## src/rtl/multicycle_control_unit.sv

```systemverilog
// Multi-cycle control FSM for the 16-bit processor: opcode decode, ALU/datapath
// strobes, stored Z/N/C flag register and branch condition evaluation.
module multicycle_control_unit #(
    parameter int OP_W    = 4,
    parameter int STATE_W = 4
) (
    input  logic               input_CLK,
    input  logic               input_Reset_n,
    input  logic [15:0]        input_Instr,
    input  logic               input_Zero,
    input  logic               input_Negative,
    input  logic               input_Carry,
    input  logic               input_MemReady,
    output logic [OP_W-1:0]    output_ALUOp,
    output logic               output_ALUSrcA,
    output logic [1:0]         output_ALUSrcB,
    output logic               output_PCSource,
    output logic               output_PCWrite,
    output logic               output_IRWrite,
    output logic               output_IorD,
    output logic               output_MemRead,
    output logic               output_MemWrite,
    output logic               output_RegWrite,
    output logic               output_MemToReg,
    output logic               output_FlagZ,
    output logic               output_FlagN,
    output logic               output_FlagC,
    output logic [STATE_W-1:0] output_State,
    output logic               output_Halt
);

    typedef enum logic [STATE_W-1:0] {
        S_FETCH  = STATE_W'(0),
        S_DECODE = STATE_W'(1),
        S_EXEC_R = STATE_W'(2),
        S_EXEC_I = STATE_W'(3),
        S_ADDR   = STATE_W'(4),
        S_MEM_RD = STATE_W'(5),
        S_MEM_WB = STATE_W'(6),
        S_MEM_WR = STATE_W'(7),
        S_ALU_WB = STATE_W'(8),
        S_BRANCH = STATE_W'(9),
        S_HALT   = STATE_W'(10)
    } state_t;

    localparam logic [OP_W-1:0] OP_RMAX = OP_W'(9);
    localparam logic [OP_W-1:0] OP_ADDI = OP_W'(10);
    localparam logic [OP_W-1:0] OP_LW   = OP_W'(11);
    localparam logic [OP_W-1:0] OP_SW   = OP_W'(12);
    localparam logic [OP_W-1:0] OP_BZ   = OP_W'(13);
    localparam logic [OP_W-1:0] OP_BN   = OP_W'(14);

    state_t          state;
    logic            flag_z;
    logic            flag_n;
    logic            flag_c;
    logic [OP_W-1:0] opcode;
    logic            instr_unused;

    assign opcode       = input_Instr[15 -: OP_W];
    // Immediate field is consumed by the datapath's sign extender, not here.
    assign instr_unused = ^input_Instr[15-OP_W:0];

    always_ff @(posedge input_CLK or negedge input_Reset_n) begin
        if (!input_Reset_n) begin
            state  <= S_FETCH;
            flag_z <= 1'b0;
            flag_n <= 1'b0;
            flag_c <= 1'b0;
        end else begin
            case (state)
                S_FETCH: begin
                    if (input_MemReady) state <= S_DECODE;
                end
                S_DECODE: begin
                    if (opcode <= OP_RMAX)                       state <= S_EXEC_R;
                    else if (opcode == OP_ADDI)                  state <= S_EXEC_I;
                    else if (opcode == OP_LW || opcode == OP_SW) state <= S_ADDR;
                    else if (opcode == OP_BZ || opcode == OP_BN) state <= S_BRANCH;
                    else                                         state <= S_HALT;
                end
                S_EXEC_R, S_EXEC_I: begin
                    flag_z <= input_Zero;
                    flag_n <= input_Negative;
                    flag_c <= input_Carry;
                    state  <= S_ALU_WB;
                end
                S_ALU_WB: state <= S_FETCH;
                S_ADDR:   state <= (opcode == OP_LW) ? S_MEM_RD : S_MEM_WR;
                S_MEM_RD: begin
                    if (input_MemReady) state <= S_MEM_WB;
                end
                S_MEM_WB: state <= S_FETCH;
                S_MEM_WR: begin
                    if (input_MemReady) state <= S_FETCH;
                end
                S_BRANCH: state <= S_FETCH;
                S_HALT:   state <= S_HALT;
                default:  state <= S_FETCH;
            endcase
        end
    end

    always_comb begin
        output_ALUOp    = '0;
        output_ALUSrcA  = 1'b0;
        output_ALUSrcB  = 2'b00;
        output_PCSource = 1'b0;
        output_PCWrite  = 1'b0;
        output_IRWrite  = 1'b0;
        output_IorD     = 1'b0;
        output_MemRead  = 1'b0;
        output_MemWrite = 1'b0;
        output_RegWrite = 1'b0;
        output_MemToReg = 1'b0;
        output_Halt     = 1'b0;
        case (state)
            S_FETCH: begin
                output_MemRead = 1'b1;
                output_ALUSrcB = 2'b01;
                output_IRWrite = input_MemReady;
                output_PCWrite = input_MemReady;
            end
            S_DECODE: begin
                output_ALUSrcB = 2'b10;
            end
            S_EXEC_R: begin
                output_ALUSrcA = 1'b1;
                output_ALUOp   = opcode;
            end
            S_EXEC_I, S_ADDR: begin
                output_ALUSrcA = 1'b1;
                output_ALUSrcB = 2'b10;
            end
            S_ALU_WB: begin
                output_RegWrite = 1'b1;
            end
            S_MEM_RD: begin
                output_MemRead = 1'b1;
                output_IorD    = 1'b1;
            end
            S_MEM_WB: begin
                output_RegWrite = 1'b1;
                output_MemToReg = 1'b1;
            end
            S_MEM_WR: begin
                output_MemWrite = 1'b1;
                output_IorD     = 1'b1;
            end
            S_BRANCH: begin
                output_PCSource = 1'b1;
                output_PCWrite  = ((opcode == OP_BZ) && flag_z) ||
                                  ((opcode == OP_BN) && flag_n);
            end
            S_HALT: begin
                output_Halt = 1'b1;
            end
            default: ;
        endcase
        // Reset is asynchronous; strobes must drop in the same instant, not at the next edge.
        if (!input_Reset_n) begin
            output_PCWrite  = 1'b0;
            output_IRWrite  = 1'b0;
            output_MemRead  = 1'b0;
            output_MemWrite = 1'b0;
            output_RegWrite = 1'b0;
            output_Halt     = 1'b0;
        end
    end

    assign output_FlagZ = flag_z;
    assign output_FlagN = flag_n;
    assign output_FlagC = flag_c;
    assign output_State = state;

endmodule

```

## config.mk

```make
export PLATFORM = sky130hd
export DESIGN_NAME = multicycle_control_unit
export DESIGN_NICKNAME = d
export VERILOG_FILES = /design/src/rtl/multicycle_control_unit.sv
export SDC_FILE = /design/constraint.sdc
export NUM_CORES = 1
export LEC_CHECK = 0
export ABC_CLOCK_PERIOD_IN_PS = 1150
export BUFFER_PORTS_ARGS = -buffer_cell sky130_fd_sc_hd__buf_2
export CAP_MARGIN = 0
export CELL_PAD_IN_SITES_DETAIL_PLACEMENT = 0
export CELL_PAD_IN_SITES_GLOBAL_PLACEMENT = 1
export CORE_MARGIN = 2
export CORE_UTILIZATION = 24
export DETAILED_ROUTE_END_ITERATION = 10
export PLACE_DENSITY_LB_ADDON = 0.1
export SYNTH_ARGS = -nofsm -noshare
export SYNTH_HDL_FRONTEND = slang
export SYNTH_SLANG_ARGS = --single-unit
```

## constraint.sdc

```tcl
create_clock -name input_CLK -period 1.15 [get_ports input_CLK]
set_input_delay 0.115 -clock input_CLK [delete_from_list [all_inputs] [get_ports input_CLK]]
set_output_delay 0.115 -clock input_CLK [all_outputs]
set_load 0.1 [all_outputs]
```

---- After elaboration in Yosys (flattened, before gate mapping) ----
Cells that the tools add are included.
operators by class
  equality and inequality tests ........... 18
  mux-type cells .......................... 27
  order comparisons ....................... 1
  reductions and logical operators ........ 13
operator list
  operator                                                         count
  4-bit == test, second input constant                             8
  4-bit 2-to-1 mux                                                 7
  4-bit one-hot mux with 7 select lines                            1
  4-bit by 3-bit == test with 1-bit output, second input constant  4
  1-bit 2-to-1 mux                                                 15
  4-bit by 2-bit == test with 1-bit output, second input constant  2
  2-bit OR reduction                                               4
  2-bit != test, second input constant                             3
  3-bit OR reduction                                               2
  4-bit by 1-bit == test with 1-bit output, second input constant  1
  4-bit less-or-equal comparator, second input constant            1
  4-bit logical NOT                                                1
  2-bit 2-to-1 mux                                                 2
  2-bit one-hot mux with 2 select lines                            1
  1-bit logical OR                                                 3
  3-bit AND reduction                                              1
  1-bit logical AND                                                2
  1-bit one-hot mux with 2 select lines                            1
word-level totals
  output and inout port bits .............. 23
  bits in registers ....................... 7
  logic and storage cells ................. 63
  bits of input ports ..................... 22

---- Logic depth before layout (Yosys ltp) ----
  depth after elaboration ................. 7
  gate-level depth with buffers ........... 5
  depth with buffers taken out ............ 4

---- Worst setup path after synthesis ----
OpenSTA, ideal clock, no wires.
  path kind ............................... input-to-output
  start point ............................. in output_State[2]
  end point ............................... out output_PCWrite
  arrival ................................. 4.744 ns
  path buffers ............................ 1
  setup slack ............................. -3.709 ns
  stages on the path ...................... 5
  data required time ...................... 1.035 ns
  path through ............................ dfrtp_1 buf_2 nor4_2 and3_1 o21bai_1
on the way
  longest elaborated chain between the ends .. 3
  elaborated cells between the ends (all ways) .. 4
  classes of those cells .................. 1 x eq/ne; 2 x mux; 1 x reduce/logical
RTL lines
  element                                                    RTL line  text
  start: declaration                                         28        output logic [STATE_W-1:0] output_State,
  4-bit == test / 4-bit logical NOT (equally long branches)  117       case (state)
  1-bit one-hot mux with 2 select lines *                    117
  1-bit 2-to-1 mux *                                         161       if (!input_Reset_n) begin
  end: declaration                                           18        output logic output_PCWrite,
Every way passes the cells marked *; elsewhere a longest branch is shown, timed or not.

---- Worst setup path in the final report ----
  start point ............................. in output_State[1]
  end point ............................... out output_PCWrite
The elaborated chain is that of the path after synthesis.

==> flow_metrics.tcl <==
set metrics [dict create \
    status "complete, but fails checks" \
    violations "negative setup slack" \
    yosys-top-cells-count "9 x and3_1, 7 x dfrtp_1" \
    start_util 0.249 \
    clock_path_buffers 2 \
    holdPathStages 2 \
    numPortBuffers 32 \
    fin_crit_ns 1.72 \
    yosys_warnings 0 \
    cts-htree-levels 1 \
    fin_util 0.690 \
    globalRouteOverflowTotal 0 \
    die_w_um 54.5 \
    ys.flop_type "dfrtp_1" \
    finalHoldViolations 0 \
    wl_per_cell_um 13.4 \
    synth_cell_types 35 \
    tightest_slew_ns 0.347 \
    grt_pass1_vias 893 \
    antenna_found_initial 0 \
    synth_top_area_cell "dfrtp_1" \
    hold_path_class "in2reg" \
    report.final.slew_viol_count 0 \
    crit_path_end_kind "output pin" \
    cts_buffers 3 \
    dr_wl_met3_um 89 \
    wl_met1_um 987 \
    num_antenna_cells 0 \
    drtIter0Drc 5 \
    crit_fanout 4 \
    clock_skew_ns 0.00368 \
    grt_pass1_wl_mm 3.88 \
    min_to "output_FlagN$_DFFE_PN0P_" \
    syn-cell-area_um2 612 \
    die-area_um2 2970 \
    clock-sinks 7 \
    hpwl_mm 1.74 \
    clk_latency_ns 0.25 \
    drive_gt1_frac 0.774 \
    yosys-top-cells-area "dfrtp_1 29%, and3_1 9.2%, mux2_2 7.4%" \
    drt_wl_total_mm 2.35 \
    grt_usage 0.180 \
    cts_tree "yes" \
    reg2reg_depth 5 \
    yosysMostFrequentCell "and3_1" \
    worstPathArrival_ns 1.61 \
    path_class "reg2out" \
    ant_nets 0 \
    viasPerCell 4.93 \
    worstPathRequired_ns 1.03 \
    remaining_drc_errors 0 \
    max_clock_freq_mhz 580 \
    place_congestion 0.825 \
    clk_pin_slew_ns 0.06 \
    dr_wl_met2_mm 1.25 \
    synth-async-reset-ratio 1.00 \
    grt_start_max_net_pins 9 \
    num_vias 867 \
    drv_cap 0 \
    synthCells 72 \
    rsz0062_at_grt "true" \
    root_buffer "clkbuf_4" \
    relSlewSlack 0.768 \
    final_nets 169 \
    avgSynthCellArea_um2 8.50 \
    num_rows 18 \
    first_pass_iters 4 \
    fin_ws_ns -0.573 \
    area_delta_synth_final_pct 177 \
    r2r_slack_ns -0.28 \
    synth_top_area_frac 0.286 \
    maxUsedRoutingLayer "met4" \
    ys_ff_latch 7 \
    ys_seq_area_frac 0.286 \
    fin_crit_sh 1.50 \
    synth_edf_count 0 \
    rr_endpoint "output_State[1]$_DFFE_PN0P_" \
    setup_viol 26 \
    ios 45 \
    synth_nets 94 \
    core_um2 2450 \
    timing.rr.start "output_State[1]$_DFFE_PN0P_" \
    hp-start "input_Negative" \
    die_h_um 54.5 \
    startpoint_type "flip-flop" \
]
[worst max path at each step]
stage / start / slack [ns] / to / depth (start not counted)
floorplan: output_State[1]$_DFFE_PN0P_ / -1.87 / output_PCWrite / 4
global placement: output_State[2]$_DFFE_PN0P_ / -0.30 / output_MemWrite / 4
detailed placement: output_State[3]$_DFFE_PN0P_ / -0.31 / output_RegWrite / 4
CTS: output_State[2]$_DFFE_PN0P_ / -0.57 / output_RegWrite / 4
global route: output_State[1]$_DFFE_PN0P_ / -0.61 / output_PCWrite / 4
finish: output_State[1]$_DFFE_PN0P_ / -0.57 / output_PCWrite / 4
[cells in the final DEF (no fill, tap or decap), drive strengths merged]
cell type | netlist | final
nand4 | 2 | 2
mux2 | 4 | 4
nor3b | 1 | 1
a21o | 1 | 1
nand2 | 4 | 4
o21ai | 2 | 2
nand2b | 2 | 2
or3b | 1 | 1
and3 | 10 | 10
nor4 | 2 | 2
mux2i | 1 | 1
a221oi | 1 | 1
o31ai | 1 | 1
buf | 4 | 72
nand3 | 1 | 1
nor2 | 4 | 4
o32ai | 1 | 1
dlygate4sd3 | 0 | 1
nor2b | 2 | 2
a21oi | 4 | 4
o21bai | 1 | 1
nor4b | 1 | 1
dfrtp | 7 | 7
o2bb2ai | 2 | 2
nand4b | 1 | 1
and2b | 3 | 4
inv | 3 | 3
a22oi | 1 | 1
a31oi | 2 | 2
and2 | 2 | 2
clkbuf | 0 | 4
xor2 | 1 | 1
[state kept, by name, indices dropped and copies added (netlist names)]
| register | count |
|---|---|
| output_State | 4 |
| output_FlagC | 1 |
| output_FlagN | 1 |
| output_FlagZ | 1 |
[logic make-up after synthesis]
family | share of synthesized area
compound gates | 0.176
xor+xnor | 0.0143
buf+inv | 0.0511
flops | 0.286
mux | 0.0900
simple gates | 0.382
[through the flow]
step	cell area [um^2]	setup TNS [ns]	std cells	worst slack [ns]	hold slack [ns]
after floorplan	769	-12.85	72	-1.87	-0.181
after global placement	1500	-4.63	161	-0.303	0.146
after detailed placement	1500	-4.79	161	-0.315	0.143
after CTS	1630	-9.49	173	-0.568	0.0913
after global routing	1690	-10.58	176	-0.614	0.0965
final	1690	-9.34	176	-0.573	0.0951
[final cells by class]
| type | count | area [um^2] |
|---|---|---|
| clock buffers | 4 | 26.3 |
| fillers | 186 | 761 |
| inverters | 3 | 11.3 |
| well taps | 30 | 37.5 |
| multi-input cells | 59 | 572 |
| flip-flops and latches | 7 | 190 |
| repair buffers | 73 | 857 |
[metal layers]
layer | up-vias | GRT usage
met1 | 424 | 0.214
li1 | 416 | -
met3 | 4 | 0.0219
met5 | - | 0
met4 | 0 | 0.0542
met2 | 23 | 0.333
[repair_timing]
item                                    CTS  global route
resized for setup                        13            10
buffers inserted                          7             3
endpoints found under the setup margin   26            27
gates cloned                              1             0
pin swaps                                 6            10
hold endpoints to repair                  7             0
hold buffers                              1             0
[critical path: stages, from the launching register on]
cell and delay (ns):
dfrtp_4 0.51, nor4_4 0.31, and3_4 0.23, o21bai_4 0.12, buf_12 0.18
Power is left out: the tool's default activity adds up to more than one toggle a clock period on the data nets, which glitch-free logic cannot reach.
